**src/rtl/nn_pkg.sv**
```systemverilog
// nn_pkg: shared controller state encoding, default data width and address-width helper
package nn_pkg;
  typedef enum logic [2:0] {LOAD, COMPUTE, WAIT, YLD, OUT} ctrl_state_t;
  localparam int T = 16;
  function automatic int clog2_min1(input int n);
    return (n > 1) ? $clog2(n) : 1;
  endfunction
endpackage

```
**src/rtl/mvm_layer_ctrl_if.sv**
```systemverilog
// mvm_layer_ctrl_if: stream handshakes plus memory/MAC control lines of one MVM layer
interface mvm_layer_ctrl_if #(
  parameter int AWX = 3,
  parameter int AWW = 6
);
  logic s_valid;
  logic s_ready;
  logic m_valid;
  logic m_ready;
  logic x_we;
  logic [AWX-1:0] x_addr;
  logic [AWW-1:0] w_addr;
  logic mac_en;
  logic mac_clear;
  logic y_load;
  modport master (
    input s_valid, m_ready,
    output s_ready, m_valid, x_we, x_addr, w_addr, mac_en, mac_clear, y_load
  );
  modport slave (
    output s_valid, m_ready,
    input s_ready, m_valid, x_we, x_addr, w_addr, mac_en, mac_clear, y_load
  );
endinterface

```
**src/rtl/wrap_counter.sv**
```systemverilog
// wrap_counter: modulo-MAX up counter that wraps explicitly and flags its final value
module wrap_counter #(
  parameter int MAX = 2,
  parameter int W = 1
) (
  input  logic clk,
  input  logic reset,
  input  logic clear,
  input  logic inc,
  output logic [W-1:0] count,
  output logic last
);
  assign last = count == W'(MAX - 1);
  // count up on inc, returning to zero after MAX-1
  always_ff @(posedge clk or posedge reset) begin
    if (reset) count <= '0;
    else if (clear) count <= '0;
    else if (inc) count <= last ? '0 : count + 1'b1;
  end
endmodule

```
**src/rtl/mvm_layer_ctrl.sv**
```systemverilog
// mvm_layer_ctrl: sequencing FSM for one y = f(W*x) layer; memories, MAC and ReLU live outside
module mvm_layer_ctrl import nn_pkg::*; #(
  parameter int M = 8,
  parameter int N = 6,
  parameter int T = nn_pkg::T,
  parameter int AWX = clog2_min1(N),
  parameter int AWW = clog2_min1(M * N)
) (
  input logic clk,
  input logic reset,
  mvm_layer_ctrl_if.master bus
);
  localparam int AWR = clog2_min1(M);
  ctrl_state_t state;
  logic [AWX-1:0] col;
  logic [AWR-1:0] row;
  logic col_last, row_last, s_hs, m_hs;
  if (M < 1 || N < 1 || T < 1) begin : g_bad_params
    $error("mvm_layer_ctrl: M, N and T must all be at least 1");
  end
  assign s_hs = bus.s_valid & bus.s_ready;
  assign m_hs = bus.m_valid & bus.m_ready;
  assign bus.x_we = s_hs;
  assign bus.x_addr = col;
  wrap_counter #(.MAX(N), .W(AWX)) u_col (
    .clk(clk), .reset(reset), .clear(1'b0), .inc(s_hs | (state == COMPUTE)),
    .count(col), .last(col_last)
  );
  wrap_counter #(.MAX(M), .W(AWR)) u_row (
    .clk(clk), .reset(reset), .clear(1'b0), .inc(m_hs),
    .count(row), .last(row_last)
  );
  // control FSM; MAC enables trail the address they consume by one cycle to match memory latency
  always_ff @(posedge clk or posedge reset) begin
    if (reset) begin
      state <= LOAD;
      bus.w_addr <= '0;
      bus.s_ready <= 1'b0;
      bus.m_valid <= 1'b0;
      bus.mac_en <= 1'b0;
      bus.mac_clear <= 1'b0;
      bus.y_load <= 1'b0;
    end else begin
      bus.mac_en <= state == COMPUTE;
      bus.mac_clear <= state == COMPUTE && col == '0;
      bus.y_load <= state == WAIT;
      case (state)
        LOAD: begin
          bus.s_ready <= !(s_hs && col_last);
          if (s_hs && col_last) state <= COMPUTE;
        end
        COMPUTE: begin
          bus.w_addr <= (col_last && row == AWR'(M - 1)) ? '0 : bus.w_addr + 1'b1;
          if (col_last) state <= WAIT;
        end
        WAIT: state <= YLD;
        YLD: begin
          state <= OUT;
          bus.m_valid <= 1'b1;
        end
        OUT: if (bus.m_ready) begin
          bus.m_valid <= 1'b0;
          bus.s_ready <= row_last;
          state <= row_last ? LOAD : COMPUTE;
        end
        default: state <= LOAD;
      endcase
    end
  end
endmodule

```
**src/flat_wrapper.sv**
```systemverilog
// flat-port wrapper written by rule: the top's interface ports become plain ports
module mvm_layer_ctrl_flat import nn_pkg::*;
#(
  parameter int M = 8,
  parameter int N = 6,
  parameter int T = nn_pkg::T,
  parameter int AWX = clog2_min1(N),
  parameter int AWW = clog2_min1(M * N)
)
  (clk, reset, bus_s_valid, bus_m_ready, bus_s_ready, bus_m_valid, bus_x_we, bus_x_addr, bus_w_addr, bus_mac_en, bus_mac_clear, bus_y_load);
  mvm_layer_ctrl_if #(.AWX(AWX), .AWW(AWW)) bus_i ();
  input logic clk;
  input logic reset;
  input wire logic [$bits(bus_i.s_valid)-1:0] bus_s_valid;
  input wire logic [$bits(bus_i.m_ready)-1:0] bus_m_ready;
  output wire logic [$bits(bus_i.s_ready)-1:0] bus_s_ready;
  output wire logic [$bits(bus_i.m_valid)-1:0] bus_m_valid;
  output wire logic [$bits(bus_i.x_we)-1:0] bus_x_we;
  output wire logic [$bits(bus_i.x_addr)-1:0] bus_x_addr;
  output wire logic [$bits(bus_i.w_addr)-1:0] bus_w_addr;
  output wire logic [$bits(bus_i.mac_en)-1:0] bus_mac_en;
  output wire logic [$bits(bus_i.mac_clear)-1:0] bus_mac_clear;
  output wire logic [$bits(bus_i.y_load)-1:0] bus_y_load;
  assign bus_i.s_valid = bus_s_valid;
  assign bus_i.m_ready = bus_m_ready;
  assign bus_s_ready = bus_i.s_ready;
  assign bus_m_valid = bus_i.m_valid;
  assign bus_x_we = bus_i.x_we;
  assign bus_x_addr = bus_i.x_addr;
  assign bus_w_addr = bus_i.w_addr;
  assign bus_mac_en = bus_i.mac_en;
  assign bus_mac_clear = bus_i.mac_clear;
  assign bus_y_load = bus_i.y_load;
  mvm_layer_ctrl #(.M(M), .N(N), .T(T), .AWX(AWX), .AWW(AWW)) u_core (.clk(clk), .reset(reset), .bus(bus_i));
endmodule
```
**config.mk**
```make
export PLATFORM = sky130hd
export DESIGN_NAME = mvm_layer_ctrl_flat
export DESIGN_NICKNAME = d
export VERILOG_FILES = /design/src/rtl/nn_pkg.sv /design/src/rtl/mvm_layer_ctrl_if.sv /design/src/rtl/wrap_counter.sv /design/src/rtl/mvm_layer_ctrl.sv /design/src/flat_wrapper.sv
export SDC_FILE = /design/constraint.sdc
export NUM_CORES = 1
export LEC_CHECK = 0
export BUFFER_PORTS_ARGS = -buffer_cell sky130_fd_sc_hd__buf_2
export CORE_MARGIN = 4
export CORE_UTILIZATION = 25
export CTS_BUF_LIST = sky130_fd_sc_hd__clkbuf_2
export CTS_CLUSTER_DIAMETER = 200
export DETAILED_ROUTE_END_ITERATION = 10
export PLACE_DENSITY_LB_ADDON = 0.08
export SYNTH_ARGS = -nofsm -noshare
export SYNTH_HDL_FRONTEND = slang
export SYNTH_SLANG_ARGS = --single-unit
```
**constraint.sdc**
```tcl
create_clock -name clk -period 3.05 [get_ports clk]
set_clock_uncertainty 0.15 [all_clocks]
set_input_delay 0 -clock clk [delete_from_list [all_inputs] [get_ports clk]]
set_output_delay 0 -clock clk [all_outputs]
set_load 0.02 [all_outputs]
```
# After elaboration in Yosys (flattened, before gate mapping)
# Index checks and enable logic that the tools add are counted.
# classes
addsub	3
div_mod_pow	0
magnitude_cmp	0
multipliers	0
eq_ne	9
n_mux	12
n_bitwise	3
reduce_logical	11
n_shift	0
# op_table
op	n
$mux W3	5
$pmux W3 S5	1
$eq A3 B3 Y1 const B	3
$add A3 B1 Y3 const B	2
$add A6 B1 Y6 const B	1
$eq A3 B2 Y1 const B	2
$logic_not A3 Y1	2
$mux W6	1
$ne A2 B1 Y1 const B	2
$pmux W1 S2	2
$reduce_and A2 Y1	2
$reduce_bool A2 Y1	2
$eq A3 B1 Y1 const B	1
$logic_and A1 B1 Y1	3
$mux W1	3
$reduce_and A3 Y1	1
$and A1 B1 Y1	2
$ne A2 B2 Y1 const B	1
$logic_not A1 Y1	1
$or A1 B1 Y1	1
# word_totals
wordCells	47
mem_count	0
ramBits	0
input_bits	4
latchBits	0
mem_bits_ro	0
out_inout_bits	15
register_bits	20

# Depth between registers and ports, before layout
# Gate-level depths: netlist of run 1.
# logic_depth
ltp_word	4
ltp_mapped	6
mapped_depth_nobuf	5

# Hierarchy
# A second synthesis of run 1 with hierarchy kept.
# hier_totals
cells_unflattened	97
hier_area_um2	998.5
# by_module_without_submodules
module	seq_area_each_um2	cells_each	area_each_um2	n_inst
mvm_layer_ctrl	350.3	71	691.9	1
wrap_counter at u_core.u_row	75.1	13	155.1	1
wrap_counter at u_core.u_col	75.1	13	151.4	1

# Worst setup path before layout of run 1
# No wires, ideal clock.
# synth_timing
kind	register -> register
from	register u_core.state[2]
to	register u_core.bus.w_addr[4]
path_slack_ns	1.283
n_path_buf	2
required_ns	2.824
setup_ns	0.076
stages_incl_launch_ff	6
synth_period_minus_slack_ns	1.767
arrival_ns	1.541
path_cell_list	dfrtp_1 buf_6 or3b_1 buf_2 or4_1 o21ai_1
# synth_via
elab_chain_cells	1
# synth_lines
element	line	text
from (decl)	mvm_layer_ctrl.sv:14	ctrl_state_t state;
from (signal assigned)	mvm_layer_ctrl.sv:64	state <= row_last ? LOAD : COMPUTE;
$eq A3 B1 Y1	mvm_layer_ctrl.sv:47	case (state)
to (signal assigned)	mvm_layer_ctrl.sv:53	bus.w_addr <= (col_last && row == AWR'(M - 1)) ? '0 : bus.w_addr + 1'b1;
to (decl)	mvm_layer_ctrl_if.sv:18	output s_ready, m_valid, x_we, x_addr, w_addr, mac_en, mac_clear, y_load
# Every way passes these cells.
# A chain may end at the register's enable or synchronous reset.

# Worst setup path in the final report of run 1
# layout_timing
from	register u_core.state[2]
to	register u_core.u_col.count[1]
# layout_via
elab_chain_cells	2
# layout_lines
element	line	text
$eq A3 B1 Y1	mvm_layer_ctrl.sv:26	.clk(clk), .reset(reset), .clear(1'b0), .inc(s_hs | (state == COMPUTE)),
$or A1 B1 Y1	mvm_layer_ctrl.sv:26	
to (signal assigned)	wrap_counter.sv:18	else if (inc) count <= last ? '0 : count + 1'b1;
to (decl)	wrap_counter.sv:10	output logic [W-1:0] count,
# Every way passes these cells.

==> results of run 1 <==
## stage by stage
step,setup slack (ns),hold WS [ns]
finish,1.06,0.0844
global route,0.941,0.0704
CTS,1.06,0.0607
detailed placement,1.10,0.0444
global placement,1.09,0.0568
floorplan,1.28,-0.186
## worst reg2reg max path: cells and delay by family (launching register included)
family,cells,cell delay (ns)
buffers and inverters,1,0.19
flip-flops,1,0.51
AO/OA/AOI/OAI,1,0.13
AND/OR/NAND/NOR,1,0.57
multiplexers,1,0.33
## synthesized netlist by cell type (2+ instances only)
library cell / instances
a22o_1: 3
nor3b_1: 2
o21ai_0: 5
a21o_1: 2
dfrtp_1: 20
inv_1: 3
mux2_1: 2
ha_1: 3
nand3_1: 3
a21oi_1: 5
o21ai_1: 2
nand2b_1: 2
nor2_1: 6
nand2_1: 7
nor2b_1: 2
nor3_1: 2
## power by group
group          switching (mW)  internal (mW)  leakage [nW]
logic                   0.320          0.238         0.271
registers               0.144          0.383         0.248
clock network          0.0804         0.0285        0.0140
## cell type report
cell class / count / share of cell area (%)
clock buffer: 3 / 1.33
clock inverter: 1 / 0.332
inverter: 4 / 1.33
multi-input combinational: 64 / 37.7
sequential: 20 / 44.2
tap: 48 / 5.31
timing repair buffer: 20 / 9.73
## what timing repair did
action / 4_1_cts / 5_1_grt
setup buffers: 0 / 0
hold endpoints to repair: 26 / 0
hold buffers: 2 / 0
## logic make-up (layout without fill, tap and decap cells)
kind of cell    Yosys count  after routing  share of synthesized area [%]
simple gates             34             34                           19.6
compound gates           23             23                           16.1
flops                    20             20                           51.6
buf+inv                   8             28                           4.39
fa+ha+maj                 3              3                           3.87
mux                       3              3                           3.48
xor+xnor                  1              1                          0.903
## state kept, by name (all words and copies together) (netlist names)
signal / flops
u_core.bus.w_addr: 6
u_core.state: 3
u_core.u_col.count: 3
u_core.u_row.count: 3
u_core.bus.m_valid: 1
u_core.bus.mac_clear: 1
u_core.bus.mac_en: 1
u_core.bus.s_ready: 1
u_core.bus.y_load: 1
## worst paths after layout
kind | from | to | slack (ns) | cells after the start
max | u_core.state[2] | u_core.u_col.count[1] | 1.06 | 4
min | bus_s_valid | u_core.u_col.count[0] | 0.08 | 4
max reg2reg | u_core.state[2] | u_core.u_col.count[1] | 1.06 | 4
min reg2reg | u_core.u_row.count[1] | u_core.u_row.count[1] | 0.37 | 2
max in group asynchronous | reset | u_core.u_col.count[0] | 2.07 | 3
min in group asynchronous | reset | u_core.bus.y_load | 0.18 | 3
## per-layer routing
metal / share of wire [%] / vias to the layer above
met4: 0.93 / 0
met2: 45 / 11
met1: 50 / 360
met3: 3.7 / 2
met5: 0 / -
li1: - / 377
==> impl_metrics.ini, run 1 <==
[cts]
cts_sinks = 20
cts_tree = yes
cts_made_buffers = 3
cts_resized = 0
clkTransAtPathRegs_ns = 0.20
htree_num_levels = 1
clk_latency_ns = 0.31
root_buffer = clkbuf_2
cts.path.max_buffers = 2

[layout]
n_antenna_cell = 0
finalNonFillerCells = 160
final_util_pct = 30.4
seqCellArea_um2 = 500
syn_to_final_growth_pct = 16.6
final_nets = 120
multi_input_area_um2 = 427
layout_commonest_cell = dfrtp_1
final.fill_count = 416
layout.cells.most_common_list = 20 x dfrtp_1, 18 x buf_2, 7 x nand2_1
drive_above_1_share_pct = 22.3
fin_area_mm2 = 0.00113

[worst_setup_path]
slowest_stage = or3b_1
critPathCaptureType = register
crit_path_max_fanout = 9
start_kind = register
path_buf_inv = 1
timing.critical_path.cells = or3b_1 > inv_2 > o21ai_1 > mux2_1
cp.arrival_ns = 2.04
worstPathRequired_ns = 3.11
slowest_delay_ns = 0.57
crit_type = reg2reg
cp_top_family = simple AND/OR/NAND/NOR gates

[placed_design]
gp_congestion = 0.768
dp_hpwl_um = 1480
dp.cells = 154
io_buffers = 18
placed_area_mm2 = 0.00109

[timing]
fmax_mhz = 503
rsz0062_at_grt = no
tns_ns = 0
drv_slew = 0
final.period_utilization_pct = 65.2
min_period_ns = 1.99
max-slew-margin-rel_pct = 47.8
setup_violations = 0
finalHoldViolations = 0
tightest_slew_ns = 0.782

[floorplan]
start_util_pct = 26.1
die_h_um = 70.3
core_mm2 = 0.00372
pin_count = 19
rows = 22
die_w_um = 70.3
die_area_mm2 = 0.00494

[synth]
synth_top_area_share_pct = 51.6
yosys_warnings = 0
async_flop_share_pct = 100
synth_ff_type = dfrtp_1
synth_nets = 99
ys_ff_latch = 20
netlist.top_cell.by_area = dfrtp_1
synth.cell_area_um2 = 970
yosys-top-cells-area = dfrtp_1 52%, ha_1 3.9%, nand2_1 2.7%
avgSynthCellArea_um2 = 10.5
ys_seq_area_share_pct = 51.6
synthDistinctLibCells = 39
synth_edf_count = 0
netlist_instances = 92

[global_route]
grtUsageMet2_pct = 13.4
grt.overflow.total = 0
grt-busiest-layer = met2
grt_start_max_net_pins = 21
grtUsageMet1_pct = 12.0
grt_antenna_before_repair = 0
grt_pass1_vias = 734
grt_pass1_wl_um = 3510
grt_use_total_pct = 8.91
grtUsageMet3_pct = 3.60

[detailed_routing]
first_pass_iters = 2
wl_per_cell_um = 12.8
ant_nets = 0
drt_iter0_drc = 18
routed_wl_um = 2050
vias_per_cell = 4.69
drc = 0
via_count = 750

[flow_run]
maxCapViolations = 0

[power_and_ir_drop]
ir_worst_vdd_uv = 470
power_density_mw_per_mm2 = 1050
total_power_mw = 1.19
leakagePower_nw = 0.534

[outcome]
outcome = completed

[worst_hold_path]
hold_class = in2reg
Note: power is estimated with default switching activity, not from simulation.
==> run 2, diff against run 1 <==
Clock period 3.05 ns to 1.85 ns, I/O delays scaled along.
==> impl_metrics.ini, run 2 (synthesized netlist as in run 1, its figures left out) <==
[layout]
largest_reg_flops = 6
syn_to_final_growth_pct = 23.9
final.fill_count = 402
drive_above_1_share_pct = 28.9
layout_commonest_cell = dfrtp_1
final_nets = 129
n_antenna_cell = 0
layout.cells.most_common_list = 20 x dfrtp_1, 18 x buf_2, 9 x buf_4
regMostFlops = u_core.bus.w_addr

[worst_setup_path]
start_kind = register
worstPathRequired_ns = 1.96
critPathCaptureType = register
critPathLaunch = u_core.u_row.count[0]
cp.arrival_ns = 1.84
crit_path_max_fanout = 2
reg2reg_from = u_core.u_row.count[0]
crit_type = reg2reg

[detailed_routing]
vias_per_cell = 4.49
routed_wl_um = 2160
drt_iter0_drc = 53
drc = 0
first_pass_iters = 6
via_count = 758
ant_nets = 0
wl_per_cell_um = 12.8

[global_route]
grt_antenna_before_repair = 0
grt_pass1_vias = 783
grt_pass1_wl_um = 3810
grt_start_max_net_pins = 21
grt.overflow.total = 0
grt_use_total_pct = 9.60

[cts]
clk_latency_ns = 0.31
cts.path.max_buffers = 2
root_buffer = clkbuf_2
cts_sinks = 20
htree_num_levels = 1
clkTransAtPathRegs_ns = 0.20
cts_made_buffers = 3
cts_tree = yes

[timing]
tns_ns = 0
whs_ns = 0.0698
setup_violations = 0
min_period_ns = 1.73
max-slew-margin-rel_pct = 82.2
finalHoldViolations = 0
fmax_mhz = 577
final.period_utilization_pct = 93.7
drv_slew = 0
tightest_slew_ns = 0.268
rsz0062_at_grt = no
fin_ws_ns = 0.117

[floorplan]
core_mm2 = 0.00372
die_area_mm2 = 0.00494
die_h_um = 70.3
pin_count = 19
rows = 22
start_util_pct = 26.1
die_w_um = 70.3

[placed_design]
gp_congestion = 0.713
io_buffers = 18
place_ws_ns = 0.0590
dp_hpwl_um = 1550

[flow_run]
maxCapViolations = 0

[power_and_ir_drop]
leakagePower_nw = 0.577
power_density_mw_per_mm2 = 1720
ir_worst_vdd_uv = 732

[outcome]
outcome = completed

[worst_hold_path]
hold_class = in2async
## run 2: power by group
group | switching, mW | internal (mW)
Sequential | 0.180 | 0.631
Combinational | 0.598 | 0.470
Clock | 0.134 | 0.0470
## run 2: path summary, 6_finish.rpt
| path | endpoint | slack, ns | cells past startpoint |
|---|---|---|---|
| hold reg to reg | u_core.u_row.count[1] | 0.36 | 2 |
| max in group asynchronous | u_core.u_row.count[1] | 1.26 | 4 |
| setup reg to reg | u_core.bus.w_addr[4] | 0.12 | 5 |
| min in group clk | u_core.u_col.count[2] | 0.11 | 4 |
| hold / removal | u_core.bus.y_load | 0.07 | 4 |
| setup / recovery | u_core.bus.w_addr[4] | 0.12 | 5 |
## run 2: repair_timing
action | CTS | global route
setup buffers | 0 | 2
hold endpoints to repair | 25 | 0
setup endpoints to repair | 0 | 2
gates resized for setup | 0 | 1
hold buffers | 2 | 0
## run 2: stage by stage
step | util, % | total power [mW] | cell area [µm²] | std cells
2_1_floorplan | - | 1.54 | 970 | 92
3_3_place_gp | 30.8 | 1.88 | 1140 | 161
3_5_place_dp | 30.8 | 1.88 | 1140 | 161
4_1_cts | 31.9 | 2.09 | 1180 | 167
5_1_grt | 32.3 | 2.28 | 1200 | 169
6_report | 32.3 | 2.06 | 1200 | 169
## run 2: area by class of cell
class,instances,area (µm²),area share [%]
inverter,4,15.0,1.25
multi-input combinational,64,429,35.7
sequential,20,500,41.7
timing repair buffer,29,178,14.8
tap,48,60.1,5.00
clock buffer,3,15.0,1.25
clock inverter,1,3.75,0.313
## run 2: routing by layer
| layer | global-route usage, % | share of wire, % | vias up |
|---|---|---|---|
| met5 | 0 | 0 | - |
| met4 | 3.19 | 0.88 | 0 |
| met3 | 1.73 | 3.6 | 2 |
| met2 | 14.7 | 46 | 9 |
| met1 | 13.6 | 49 | 357 |
| li1 | - | - | 390 |
## run 2: critical path, cell delays in order (launching register included)
cell and delay, ns:
dfrtp_1 0.42, ha_1 0.21, ha_2 0.17, and4b_1 0.19, or4_1 0.46, o21ai_1 0.09
